<file path="src/rtl/pipeline_hazard_ctrl_pkg.sv">
// Shared definitions for the pipeline hazard / flow-control unit:
// forwarding mux encodings, halt FSM state type and counter indices.
package pipeline_ctrl_pkg;

    // ID-stage operand forwarding mux select encodings
    localparam logic [1:0] FWD_REGFILE = 2'd0;
    localparam logic [1:0] FWD_EX      = 2'd1;
    localparam logic [1:0] FWD_MEM     = 2'd2;

    // Syscall halt/resume FSM
    typedef enum logic [0:0] {
        ST_RUN  = 1'b0,
        ST_HALT = 1'b1
    } state_e;

    // Performance counter slots
    localparam int NUM_CNT     = 5;
    localparam int CNT_CYCLES  = 0;
    localparam int CNT_RETIRED = 1;
    localparam int CNT_BRANCH  = 2;
    localparam int CNT_JUMP    = 3;
    localparam int CNT_STALL   = 4;

endpackage

</file>
<file path="src/rtl/pipeline_hazard_ctrl_src_cmp.sv">
// Per-source RAW hazard comparator: matches one ID-stage source register
// against the EX and MEM destinations and reports whether the source must
// bubble. Build option PIPELINE_HAZARD_FWD_EN selects forwarding mode
// (only loads bubble) versus legacy mode (every producer match bubbles).
module hazard_src_cmp #(
    parameter int REG_AW = 5
) (
    input  logic              src_used,
    input  logic [REG_AW-1:0] src_reg,
    input  logic              ex_regwrite,
    input  logic              ex_memtoreg,
    input  logic [REG_AW-1:0] ex_wreg,
    input  logic              mem_regwrite,
    input  logic [REG_AW-1:0] mem_wreg,
    output logic              ex_match,
    output logic              mem_match,
    output logic              load_use
);

    logic src_live;

    // Register 0 is hard-wired, so it never carries a dependency
    always_comb begin
        src_live  = src_used && (src_reg != '0);
        ex_match  = src_live && ex_regwrite  && (src_reg == ex_wreg);
        mem_match = src_live && mem_regwrite && (src_reg == mem_wreg);
    end

    // Decide whether this source has to wait a cycle
    always_comb begin
`ifdef PIPELINE_HAZARD_FWD_EN
        // Load data only exists after MEM, so an EX load cannot be forwarded
        load_use = ex_match && ex_memtoreg;
`else
        // Legacy bubbling: any in-flight producer stalls; a load is just
        // one kind of EX write and folds into the plain match
        load_use = ex_match || mem_match || (ex_match && ex_memtoreg);
`endif
    end

endmodule

</file>
<file path="src/rtl/pipeline_hazard_ctrl.sv">
// Hazard and flow-control unit for the 5-stage MIPS pipeline: RAW detection,
// ID-stage forwarding select, load-use bubbles, branch/jump flushes, syscall
// halt/resume FSM and saturating performance counters.
// Build option: PIPELINE_HAZARD_FWD_EN enables forwarding; when undefined,
// fwd_sel is tied to the regfile and every EX/MEM match bubbles.
module pipeline_hazard_ctrl
    import pipeline_ctrl_pkg::*;
#(
    parameter int REG_AW  = 5,
    parameter int NUM_SRC = 2,
    parameter int CNT_W   = 32
) (
    input  logic                      clk,
    input  logic                      clr,
    input  logic                      go,
    input  logic [NUM_SRC-1:0]        id_src_used,
    input  logic [NUM_SRC*REG_AW-1:0] id_src_reg,
    input  logic                      ex_valid,
    input  logic                      ex_regwrite,
    input  logic                      ex_memtoreg,
    input  logic [REG_AW-1:0]         ex_wreg,
    input  logic                      mem_regwrite,
    input  logic [REG_AW-1:0]         mem_wreg,
    input  logic                      ex_branch_taken,
    input  logic                      ex_jump,
    input  logic                      ex_syscall_halt,
    output logic                      pc_en,
    output logic                      if_id_en,
    output logic                      if_id_flush,
    output logic                      id_ex_flush,
    output logic [NUM_SRC*2-1:0]      fwd_sel,
    output logic                      halted,
    output logic [CNT_W-1:0]          cnt_cycles,
    output logic [CNT_W-1:0]          cnt_retired,
    output logic [CNT_W-1:0]          cnt_branch,
    output logic [CNT_W-1:0]          cnt_jump,
    output logic [CNT_W-1:0]          cnt_stall
);

    state_e             state_q, state_d;
    logic               go_q, go_d;
    logic [CNT_W-1:0]   cnt_q [NUM_CNT];
    logic [CNT_W-1:0]   cnt_d [NUM_CNT];
    logic [NUM_CNT-1:0] cnt_inc;

    logic [NUM_SRC-1:0] src_ex_match;
    logic [NUM_SRC-1:0] src_mem_match;
    logic [NUM_SRC-1:0] src_load_use;

    logic run;
    logic halt_entry;
    logic go_rise;
    logic ctrl_hz;
    logic stall_req;
    logic stall_bubble;

    for (genvar i = 0; i < NUM_SRC; i++) begin : g_src
        hazard_src_cmp #(
            .REG_AW (REG_AW)
        ) u_cmp (
            .src_used     (id_src_used[i]),
            .src_reg      (id_src_reg[i*REG_AW +: REG_AW]),
            .ex_regwrite  (ex_regwrite),
            .ex_memtoreg  (ex_memtoreg),
            .ex_wreg      (ex_wreg),
            .mem_regwrite (mem_regwrite),
            .mem_wreg     (mem_wreg),
            .ex_match     (src_ex_match[i]),
            .mem_match    (src_mem_match[i]),
            .load_use     (src_load_use[i])
        );
    end

    // Forwarding selects and the combined stall request
    always_comb begin
        fwd_sel = '0;
`ifdef PIPELINE_HAZARD_FWD_EN
        // EX is the younger producer, so it wins over MEM; a stalled
        // source keeps the regfile select since the bubble discards it
        for (int i = 0; i < NUM_SRC; i++) begin
            if (src_ex_match[i]) begin
                fwd_sel[2*i +: 2] = ex_memtoreg ? FWD_REGFILE : FWD_EX;
            end else if (src_mem_match[i]) begin
                fwd_sel[2*i +: 2] = FWD_MEM;
            end
        end
        stall_req = |src_load_use;
`else
        stall_req = |(src_load_use | src_ex_match | src_mem_match);
`endif
    end

    // Event decode shared by the control outputs, FSM and counters
    always_comb begin
        run        = (state_q == ST_RUN);
        halt_entry = run && ex_syscall_halt && ex_valid;
        go_rise    = go && !go_q;
        ctrl_hz    = ex_branch_taken || ex_jump;
    end

    // Pipeline control: halt > branch/jump flush > load-use bubble
    always_comb begin
        pc_en        = 1'b1;
        if_id_en     = 1'b1;
        if_id_flush  = 1'b0;
        id_ex_flush  = 1'b0;
        stall_bubble = 1'b0;
        if (!run || halt_entry) begin
            pc_en       = 1'b0;
            if_id_en    = 1'b0;
            id_ex_flush = 1'b1;
        end else if (ctrl_hz) begin
            if_id_flush = 1'b1;
            id_ex_flush = 1'b1;
        end else if (stall_req) begin
            pc_en        = 1'b0;
            if_id_en     = 1'b0;
            id_ex_flush  = 1'b1;
            stall_bubble = 1'b1;
        end
        halted = !run;
    end

    // Halt FSM next state; go is edge-detected so a held button never resumes
    always_comb begin
        state_d = state_q;
        go_d    = go;
        case (state_q)
            ST_RUN:  if (halt_entry) state_d = ST_HALT;
            ST_HALT: if (go_rise)    state_d = ST_RUN;
            default: state_d = ST_RUN;
        endcase
    end

    // Counter increments: everything freezes outside RUN, values saturate
    always_comb begin
        cnt_inc              = '0;
        cnt_inc[CNT_CYCLES]  = run;
        cnt_inc[CNT_RETIRED] = run && ex_valid;
        cnt_inc[CNT_BRANCH]  = run && ex_branch_taken;
        cnt_inc[CNT_JUMP]    = run && ex_jump;
        cnt_inc[CNT_STALL]   = stall_bubble;
        for (int k = 0; k < NUM_CNT; k++) begin
            cnt_d[k] = cnt_q[k];
            if (cnt_inc[k] && !(&cnt_q[k])) begin
                cnt_d[k] = cnt_q[k] + CNT_W'(1);
            end
        end
    end

    // State, go history and counters; clr beats every same-cycle event
    always_ff @(posedge clk) begin
        if (clr) begin
            state_q <= ST_RUN;
            go_q    <= 1'b0;
            for (int k = 0; k < NUM_CNT; k++) begin
                cnt_q[k] <= '0;
            end
        end else begin
            state_q <= state_d;
            go_q    <= go_d;
            for (int k = 0; k < NUM_CNT; k++) begin
                cnt_q[k] <= cnt_d[k];
            end
        end
    end

    assign cnt_cycles  = cnt_q[CNT_CYCLES];
    assign cnt_retired = cnt_q[CNT_RETIRED];
    assign cnt_branch  = cnt_q[CNT_BRANCH];
    assign cnt_jump    = cnt_q[CNT_JUMP];
    assign cnt_stall   = cnt_q[CNT_STALL];

endmodule

</file>
<file path="config.mk">
export PLATFORM = sky130hd
export DESIGN_NAME = pipeline_hazard_ctrl
export DESIGN_NICKNAME = d
export VERILOG_FILES = /design/src/rtl/pipeline_hazard_ctrl_pkg.sv /design/src/rtl/pipeline_hazard_ctrl_src_cmp.sv /design/src/rtl/pipeline_hazard_ctrl.sv
export SDC_FILE = /design/constraint.sdc
export NUM_CORES = 1
export LEC_CHECK = 0
export CORE_ASPECT_RATIO = 1.75
export CORE_MARGIN = 2
export CORE_UTILIZATION = 54
export DETAILED_ROUTE_END_ITERATION = 10
export PLACE_DENSITY = 0.86
export SLEW_MARGIN = 10
export SYNTH_ARGS = -nofsm -noshare
export SYNTH_HDL_FRONTEND = slang
export SYNTH_SLANG_ARGS = --single-unit
</file>
<file path="constraint.sdc">
create_clock -name clk -period 4.3 [get_ports clk]
set_input_delay 0.86 -clock clk [delete_from_list [all_inputs] [get_ports clk]]
set_output_delay 0.86 -clock clk [all_outputs]
set_load 0.01 [all_outputs]
</file>
==> results.md, run 1 <==
Outcome:
- The flow ran to the end, and the final reports show no timing, DRC or antenna violations.

STA:
- Setup repair after global routing left no endpoint under its margin.
- The worst slew margin relative to its limit is 33.1%.
- The count of final setup violators is 0.
- The worst path in the final design needs a cycle of 4070 ps, including I/O delays and setup.
- The final hold violation count was 0.
- For the pin with the worst max-slew slack, the measured transition is 1000 ps.
- The final hold slack is 486 ps.
- The max-slew violation count is 0.
- Adding up every negative setup slack in the final design gives 0 ps.
- The fmax is 246 MHz.
- The worst clock skew is 15.4 ps.
- The worst path uses 94.7% of the clock period.

Setup path:
- The sort of element at the end of the critical path is an output port.
- STA puts the critical path data arrival time at 3210 ps.
- The type of the setup path with the least slack is input pin to output port.
- The critical path data required time is 3440 ps.
- Of all nets on the critical path, the largest fanout is 4.
- STA classifies the critical path startpoint as an input pin.

Floorplanning:
- The overall die area is 0.0164 sq mm.
- The die is 168 microns tall.
- The initial utilization of the core area, before any placement, comes to 55.5%.
- The count of standard-cell rows is 59.
- The core region area is 0.0149 sq mm.
- The die width is 97.6 microns.
- The top-level port count is 201.

Logic synthesis:
- The most used flip-flop cell after synthesis is dfxtp_1.
- The number of synthesized register bits is 162.
- After synthesis, the cell types taking the most area are dfxtp_1 (39%), xnor2_1 (7.3%), nor2_1 (6.1%).
- After synthesis, the share of flip-flops with an asynchronous set or reset is 0%.
- After synthesis, the mean cell area works out to 8.39 sq um.
- By instance count, the leading cell after synthesis is dfxtp_1.
- The post-synthesis cell count is 986.
- In this run the biggest area consumer among cell types represents 39.2% of the synthesized area.
- The sequential area share after synthesis is 39.2%.
- By count the netlist is led by dfxtp_1 (162), nor2_1 (135), xnor2_1 (69).
- The library cell with the largest summed area after synthesis is dfxtp_1.
- The post-synthesis cell area is 0.00827 sq mm.
- The unique cell type count in the Yosys netlist is 61.
- The total number of yosys warnings is 0.
- The number of synthesized flops with an enable pin is 0.

Clocking:
- TritonCTS built the clock tree.
- The post-cts repair resize count is 0.
- The clock slew seen by the registers of the worst setup and hold paths is 70 ps.
- CTS placed an instance of clkbuf_16 at the clock tree root.
- The maximum buffer depth of the clock tree is 2.
- The number of buffers inserted by post-CTS setup repair is 0.
- TritonCTS created 17 clock buffers.
- The worst-skew pair later-pin latency is 420 ps.
- In this run the number of H-tree levels came out at 4.
- The number of hold buffers added after CTS is 0.
- The clock net in this run drives a total of 162 sinks.

Cells and area:
- The finished cells cover 0.0109 sq mm.
- The area added between synthesis and finish is 31.4%.
- The count of nets after finishing is 1196.
- The post-route netlist has 5.72% of its cells at a drive strength greater than 1.
- The number of antenna diodes in the final layout is 0.
- Once layout is complete, the cells apart from fillers number 1355.
- The utilization after layout is 72.9%.

Worst hold path:
- The min-delay analysis places its worst path in the category flop to flop.

Power:
- Across the VDD grid, the largest voltage drop is 0.240 mV.
- The total power divided by cell area is 297 mW/mm^2.
- In this run the static leakage power is 0.00355 uW.

Placed design:
- In this run the tool buffered the top-level ports with 195 buffer cells.
- Summed over all nets, the half-perimeter wirelength after detailed placement is 16600 microns.
- The global placement routability congestion is 0.876.
- The total cell area at the placement stage is 0.0103 sq mm.
- The number of cells in the design after placement is 1323.

Routing:
- In this run the remaining antenna-violating nets after routing total 0.
- The average vias per placed instance is 5.86.
- The highest metal layer carrying signal wires in the routed design is met4.
- After detailed routing, the number of remaining DRC violations is 0.
- The detailed-routing wirelength on met1 is 8430 microns.
- The routed wire length is 22600 microns.
- The total met3 wirelength after detailed routing is 1100 microns.
- The number of iterations in the first detailed-routing pass is 4.
- Across all layers, the routed design uses 7936 vias.
- The first routing iteration left 403 violations.
- The mean routed wirelength per cell is 16.7 microns.
- After detailed routing, the met2 layer carries 12300 microns of wire.

Job:
- Across the run, the number of max-cap violations was 0.

Global route:
- The number of global-route vias before repair is 7722.
- For this run, the total global-route usage over all layers was measured as 27.2%.
- The wire length of the first global-routing pass is 37200 microns.
- The initial antenna violation count was 0.
- The sum of overflow across all layers after global routing is 0.
- The largest net degree at the start of global routing is 96.
## sequential cells by signal (all words and copies together), names as in the netlist
name,count
cnt_q,160
go_q,1
halted,1
## cells in the final DEF (no fill, tap or decap), types with 6 or more instances in the layout
cell               n
nor2b_1           12
nand2_1           62
nand4_1           60
xnor2_1           69
clkbuf_16         17
o31ai_1           12
inv_6              8
or4_1             17
inv_1             15
mux2_1             7
a21oi_1           41
and3_1            26
nor4_2             6
or3_1             24
clkdlybuf4s50_1  194
dfxtp_1          162
nor3_1            34
nor4_1            14
xor2_1            55
nor2_1           135
nand3_1           59
and2_1            15
a31oi_1            6
and4_1            22
o21ai_0           25
## area by class of cell
cell class                 instances  area (sq um)
clock inverter                    15           160
clock buffer                      17           425
timing repair buffer             200          2000
multi-input combinational        763          4760
sequential                       162          3240
inverter                          15          56.3
fill                            1112          4040
tap                              183           229
## worst max-delay path, cell delays in order
cell             delay [ps]
clkdlybuf4s50_1         500
or4_1                   560
o21a_1                  190
a32oi_2                 370
o31a_1                  190
clkdlybuf4s50_1         540
## through the flow
step / setup slack (ps) / total power (uW)
floorplan: 975 / 1660
global placement: 261 / 1740
detailed placement: 254 / 1740
CTS: 236 / 3250
global route: 156 / 3330
finish: 228 / 3230
## power by group
part / switching (uW) / total [uW] / internal, uW
Clock: 694 / 1520 / 829
Combinational: 96.7 / 183 / 86.4
Sequential: 15.2 / 1530 / 1510
Total: 806 / 3230 / 2430
## worst paths after layout
path                                            startpoint                    endpoint  slack (ps)  depth (start not counted)
worst max-delay path                         id_src_reg[5]                    if_id_en         230                          6
worst min-delay path                       go_q$_SDFF_PP0_           halted$_SDFF_PP0_         490                          2
worst max register to register  cnt_q[0][148]$_SDFFE_PP0P_  cnt_q[0][140]$_SDFFE_PP0P_        1380                          6
worst min register to register             go_q$_SDFF_PP0_           halted$_SDFF_PP0_         490                          2
## cell families after synthesis
logic type / Yosys count / synth area share (%)
buffers and inverters: 64 / 3.40
AOI/OAI and AO/OA: 106 / 8.18
xor gates and xnor gates: 124 / 13.1
muxes: 10 / 1.32
other: 1 / 0.0453
and+or+nand+nor: 514 / 33.9
DFF: 162 / 39.2
adders and majority gates: 5 / 0.756
## per-layer routing
layer	GRT usage [%]	vias to the layer above
li1	-	3877
met1	27.6	3776
met2	52.6	230
met3	5.55	53
met4	12.1	0
met5	0	-
(Power assumes the default switching activity.)
==> run 2: changes to the inputs <==
Settings changed: GPL_TIMING_DRIVEN set to 0.
==> run 2 against run 1 <==
Effect of this change: sequential share of layout area decreased by 0.37 points; routed wire length increased by 8.9%; critical path depth increased by 2; clock power decreased by 7%; power decreased by 2.5%; final area increased by 1.3%; clock skew decreased by 1.8 ps; largest cell class unchanged; largest power group unchanged.
==> results.md, run 2 (synthesis gave the netlist of run 1 again) <==
Floorplanning:
- The core region area is 0.0149 sq mm (unchanged).
- The starting density of the core was 55.5% (unchanged).
- The count of standard-cell rows is 59 (unchanged).
- The die height is 168 microns (unchanged).
- The die width is 97.6 microns (unchanged).
- The overall die area came to 0.0164 sq mm (unchanged).
- The top-level port count is 201 (unchanged).

Cells and area:
- The count of nets after finishing came to 1239 (+3.6%).
- Counting flops per register, the top entry is cnt_q.
- The fraction of layout cells with a size suffix above 1 was 6.34% (+0.62 points).
- The number of fillers in the final layout is 1141 (+2.6%).
- The area added between synthesis and finish is 33.1%.
- The leading cell type in the layout, fill and taps excluded is clkdlybuf4s50_1.
- The final non-filler cell total is 1398 (+3.2%).
- In the layout the commonest cells are clkdlybuf4s50_1 (194), dfxtp_1 (162), nor2_1 (135), xnor2_1 (69), nand2_1 (62).
- The number of flip-flops under the largest register name is 160 (unchanged).
- The count of inserted antenna diode cells is 0 (unchanged).

STA:
- The count of final setup violators came to 0 (unchanged).
- The max-slew violation count came to 0 (unchanged).
- The fmax was 237 MHz (-3.7%).
- The slew at the pin with the worst max-slew slack is 827 ps (-177 ps).
- The shortest period the worst path allows is 4230 ps (+154 ps).
- The final hold slack is 472 ps (-14.0 ps).
- Setup repair after global routing left no endpoint under its margin.
- The worst clock skew is 13.6 ps (-1.75 ps).
- The share of the clock period used by the worst path is 98.3% (+3.6 points).
- The final worst slack came to 73.7 ps (-154 ps).
- The final hold violation count was 0 (unchanged).
- The total negative slack for setup checks is 0 ps (unchanged).
- The worst slew margin relative to its limit was 44.9% (+12 points).

Clocking:
- CTS placed an instance of clkbuf_16 at the clock tree root.
- The clock slew seen by the registers of the worst setup and hold paths was 60 ps (about the same).
- The worst-skew pair later-pin latency is 430 ps (about the same).
- The maximum buffer depth of the clock tree is 2 (unchanged).
- The H-tree depth came to 4 (unchanged).
- The number of hold buffers added after CTS is 0 (unchanged).
- The clock buffer count from CTS is 17 (unchanged).
- The number of sinks handled by clock tree synthesis is 162 (unchanged).
- TritonCTS built the clock tree.

Routing:
- The total vias in the final route is 8306 (+4.7%).
- The initial detailed-routing violation count is 427 (+6.0%).
- The number of iterations in the first detailed-routing pass is 7 (+3).
- The routed wire length is 24600 microns (+8.9%).
- The mean routed wirelength per cell was 17.6 microns (+5.5%).
- The average vias per placed instance is 5.94 (+1.4%).
- The post-route antenna net violation count is 0 (unchanged).
- The remaining design rule violation count is 0 (unchanged).

Power:
- The static leakage power was 0.00360 uW (+1.4%).
- The total power divided by cell area is 286 mW/mm^2 (-3.7%).
- The peak supply drop is 0.256 mV (+7.0%).

Global route:
- The all-layer global routing usage was 29.3% (+2.1 points).
- The initial antenna violation count is 0 (unchanged).
- The sum of overflow across all layers after global routing is 0 (unchanged).
- The largest net degree at the start of global routing is 19 (-80%).
- The wire length of the first global-routing pass is 39300 microns (+5.7%).
- The number of global-route vias before repair is 7986 (+3.4%).

Worst hold path:
- The class of the most critical hold timing path is flop to flop.

Placed design:
- The number of cells in the design after placement is 1366 (+3.3%).
- The pre-CTS setup slack came to -304 ps (-559 ps).
- The global placement routability congestion is 0.940 (+7.3%).
- The final HPWL from detailed placement is 18400 microns (+11%).
- The count of port buffers added during placement is 194 (-0.51%).

Setup path:
- The critical path data arrival time is 3370 ps (+160 ps).
- The biggest fanout along the worst timing path came to 5 (+1).
- The worst setup path is captured at an output port.
- STA classifies the critical path startpoint as an input pin.
- The critical path in this run is classified as input pin to output port.
- The critical path data required time is 3440 ps (about the same).
- The register-to-register path setup slack came to 1700 ps (+320 ps).

Outcome:
- The flow ran to the end, and the final reports show no timing, DRC or antenna violations.

Job:
- The total of max-cap violations was 0 (unchanged).
## run 2: cell count changes in the layout (fill, tap and decap cells not counted), sizes merged
cell	delta
clkinvlp	+3
bufinv	-1
clkinv	+2
buf	+13
inv	-7
clkbuf	+33
## run 2: report_power, final
part	leakage [uW]	switching (uW)	internal (uW)
clock network	0.000260	658	766
registers	0.00131	13.6	1510
logic	0.00204	110	92.6
## run 2: repair_timing
item	CTS	global route
setup endpoints to repair	3	0
setup buffers	1	0
resized for setup	2	0
## run 2: layer usage
layer	track usage [%]	up-vias	wire (microns)
met5	0	-	0
met4	15.4	0	1070
met3	5.80	80	1440
met2	55.0	351	13200
met1	30.2	3905	8870
li1	-	3970	-
## run 2: critical path, cell delays in order
cell and delay (ps):
clkdlybuf4s50_1 500, or4_1 550, o21a_1 200, a32oi_2 300, buf_6 160, o31a_1 160
buf_4 120, clkdlybuf4s50_1 520
## run 2: area by class of cell
class	instances	area, sq um	area share (%)
inverters	15	56.3	0.511
multi-input cells	763	4760	43.2
repair buffers	195	1950	17.7
flip-flops and latches	162	3240	29.5
well taps	183	229	2.08
clock inverters	12	100	0.909
plain buffers	48	226	2.06
clock buffers	20	447	4.06
## run 2: per-stage QoR
step | util, % | instance area, sq um | total power (uW)
floorplan | - | 8280 | 1660
global placement | 70.1 | 10500 | 1760
detailed placement | 70.1 | 10500 | 1760
CTS | 73.8 | 11000 | 3160
global route | 73.8 | 11000 | 3250
finish | 73.8 | 11000 | 3150
## run 2: path summary, 6_finish.rpt
check | cells past startpoint | from | endpoint
setup / recovery | 8 | id_src_reg[5] | pc_en
hold / removal | 2 | go_q$_SDFF_PP0_ | halted$_SDFF_PP0_
setup reg to reg | 7 | cnt_q[0][137]$_SDFFE_PP0P_ | cnt_q[0][140]$_SDFFE_PP0P_
hold reg to reg | 2 | go_q$_SDFF_PP0_ | halted$_SDFF_PP0_
==> run 3: changes to the inputs <==
Settings changed: CORE_UTILIZATION 54 to 50, PLACE_DENSITY 0.86 to 0.81.
Clock period 4.3 ns to 5.37 ns, I/O delays scaled along.
==> run 3 against run 2 <==
Effect of this change: register-to-register slack better by 1100 ps; largest power group unchanged; routed wire length rose by 0.94%; clock skew decreased by 0.71 ps; first-iteration DRC count is 20% lower; final area rose by 0.10%.
==> results.md, run 3 (synthesis gave the netlist of run 1 again) <==
Outcome:
- The flow ran to the end, and the final reports show no timing, DRC or antenna violations.

Routing:
- The number of iterations in the first detailed-routing pass came to 5 (-2).
- The total vias in the final route came to 8304 (-0.024%).
- The remaining design rule violation count is 0 (unchanged).
- The initial detailed-routing violation count was 341 (-20%).
- The post-route antenna net violation count came to 0 (unchanged).
- The average vias per placed instance is 5.90 (-0.66%).
- The mean routed wirelength per cell is 17.7 microns (+0.29%).
- The routed wire length was 24900 microns (+0.94%).

Setup path:
- The biggest fanout along the worst timing path was 10 (+5).
- The critical path data required time is 4300 ps (+860 ps).
- STA classifies the critical path startpoint as an input pin.
- The type of the setup path with the least slack is input pin to output port.
- The worst reg2reg path endpoint is cnt_q[0][140]$_SDFFE_PP0P_.
- The critical path data arrival time is 4040 ps (+670 ps).
- The launch point of the worst path is id_src_reg[5].
- STA classifies the critical path endpoint as an output port.
- The number of cell instances on the worst register-to-register path is 7 (unchanged).
- In this run the critical register-to-register path is launched from cnt_q[0][137]$_SDFFE_PP0P_.
- The critical path ends at pc_en.
- The register-to-register path setup slack was 2820 ps (+1120 ps).

Worst hold path:
- The critical hold path startpoint is go_q$_SDFF_PP0_.
- In this run the worst hold path is classified as flop to flop.

Cells and area:
- The number of fillers in the final layout is 1355 (+19%).
- In the layout the commonest cells are clkdlybuf4s50_1 (194), dfxtp_1 (162), nor2_1 (135), xnor2_1 (69), nand2_1 (62).
- The final non-filler cell total is 1407 (+0.64%).
- The count of inserted antenna diode cells came to 0 (unchanged).
- The number of flip-flops under the largest register name was 160 (unchanged).
- The leading cell type in the layout, fill and taps excluded is clkdlybuf4s50_1.
- The fraction of layout cells with a size suffix above 1 is 6.42% (+0.082 points).
- The area added between synthesis and finish is 33.2%.
- The count of nets after finishing came to 1239 (unchanged).
- The area taken by flip-flops and latches was 0.00324 sq mm (unchanged).
- The register with the most flip-flops is cnt_q.
- The utilization after layout was 67.6% (-6.2 points).
- The area used by multi-input combinational logic came to 0.00476 sq mm (unchanged).

Job:
- The total of max-cap violations is 0 (unchanged).

Clocking:
- The maximum buffer depth of the clock tree is 2 (unchanged).
- The number of sinks handled by clock tree synthesis is 162 (unchanged).
- The number of hold buffers added after CTS is 0 (unchanged).
- The number of buffers inserted by post-CTS setup repair is 0 (-1).
- The post-cts repair resize count was 0 (-2).
- The H-tree depth was 4 (unchanged).
- The root buffer cell is clkbuf_16.
- The clock slew seen by the registers of the worst setup and hold paths is 60 ps (about the same).
- The clock buffer count from CTS is 17 (unchanged).
- The TritonCTS clock tree is done.
- The worst-skew pair later-pin latency is 430 ps (about the same).

Floorplanning:
- The core region area was 0.0163 sq mm (+9.2%).
- The count of standard-cell rows is 62 (+5.1%).
- The die height is 174 microns (+3.8%).
- The top-level port count is 201 (unchanged).
- The overall die area came to 0.0176 sq mm (+7.7%).
- The die width was 101 microns (+3.8%).
- The starting density of the core was 50.8% (-4.7 points).

STA:
- The final hold violation count is 0 (unchanged).
- The final hold slack was 478 ps (+6.86 ps).
- The final worst slack was 260 ps (+187 ps).
- Setup repair after global routing left no endpoint under its margin.
- Subtracting the final worst setup slack from the clock period gives 5110 ps.
- The max-slew violation count is 0 (unchanged).
- The worst clock skew is 12.9 ps (-0.712 ps).
- The total negative slack for setup checks is 0 ps (unchanged).
- The slew at the pin with the worst max-slew slack was 776 ps (-51.1 ps).
- The worst slew margin relative to its limit is 48.2% (+3.3 points).
- Based on the critical path, the design can be clocked at up to 196 MHz.
- The count of final setup violators is 0 (unchanged).
- After layout, the worst path uses 95.2% of the clock period.

Power:
- The peak supply drop is 0.214 mV (-16%).
- The static leakage power is 0.00359 uW (-0.25%).
- The total power divided by cell area came to 229 mW/mm^2 (-20%).

Placed design:
- The number of cells in the design after placement was 1375 (+0.66%).
- The final HPWL from detailed placement is 18700 microns (+1.3%).
- The global placement routability congestion is 0.930 (-1.1%).
- The count of port buffers added during placement is 194 (unchanged).
- The pre-CTS setup slack came to 271 ps (+575 ps).

Global route:
- The sum of overflow across all layers after global routing is 0 (unchanged).
- The number of global-route vias before repair is 8222 (+3.0%).
- The wire length of the first global-routing pass came to 39500 microns (+0.46%).
- The largest net degree at the start of global routing is 17 (-2).
- The all-layer global routing usage is 27.8% (-1.5 points).
- The initial antenna violation count is 0 (unchanged).
[run 3: routing by layer]
metal / part of all wire (%) / track usage, % / vias up
met3: 6.9 / 6.43 / 80
li1: - / - / 3950
met2: 54 / 52.1 / 332
met1: 35 / 26.9 / 3942
met4: 4.7 / 15.2 / 0
met5: 0 / 0 / -
[run 3: layout make-up]
type	instances	area share (%)
clock inverters	12	0.897
well taps	192	2.18
repair buffers	194	17.6
clock buffers	20	4.14
flip-flops and latches	162	29.4
inverters	15	0.511
multi-input cells	763	43.2
plain buffers	49	2.04
[run 3: worst min path at each step]
stage                              to  slack [ps]  cells past startpoint
global placement    halted$_SDFF_PP0_         450                      2
CTS                 halted$_SDFF_PP0_         490                      2
floorplan           halted$_SDFF_PP0_         440                      2
global route        halted$_SDFF_PP0_         520                      2
detailed placement  halted$_SDFF_PP0_         480                      2
finish              halted$_SDFF_PP0_         480                      2
[run 3: critical path: stages]
cell and delay (ps):
clkdlybuf4s50_1 500, or4_1 560, o21a_1 200, a32oi_2 240
buf_2 290, buf_2 320, o31a_1 210, buf_4 120
clkdlybuf4s50_1 520
[run 3: metrics by stage]
step                      total power [uW]  instance area (sq um)
after floorplan                       1330                   8280
after global placement                1410                  10500
after detailed placement              1410                  10500
after CTS                             2540                  11000
after global routing                  2600                  11000
final                                 2520                  11000
[run 3: power by group]
group | switching [uW] | internal (uW) | total (uW)
clock | 517 | 623 | 1140
sequential | 11.6 | 1210 | 1220
combinational | 87.1 | 73.6 | 161
total | 616 | 1910 | 2520
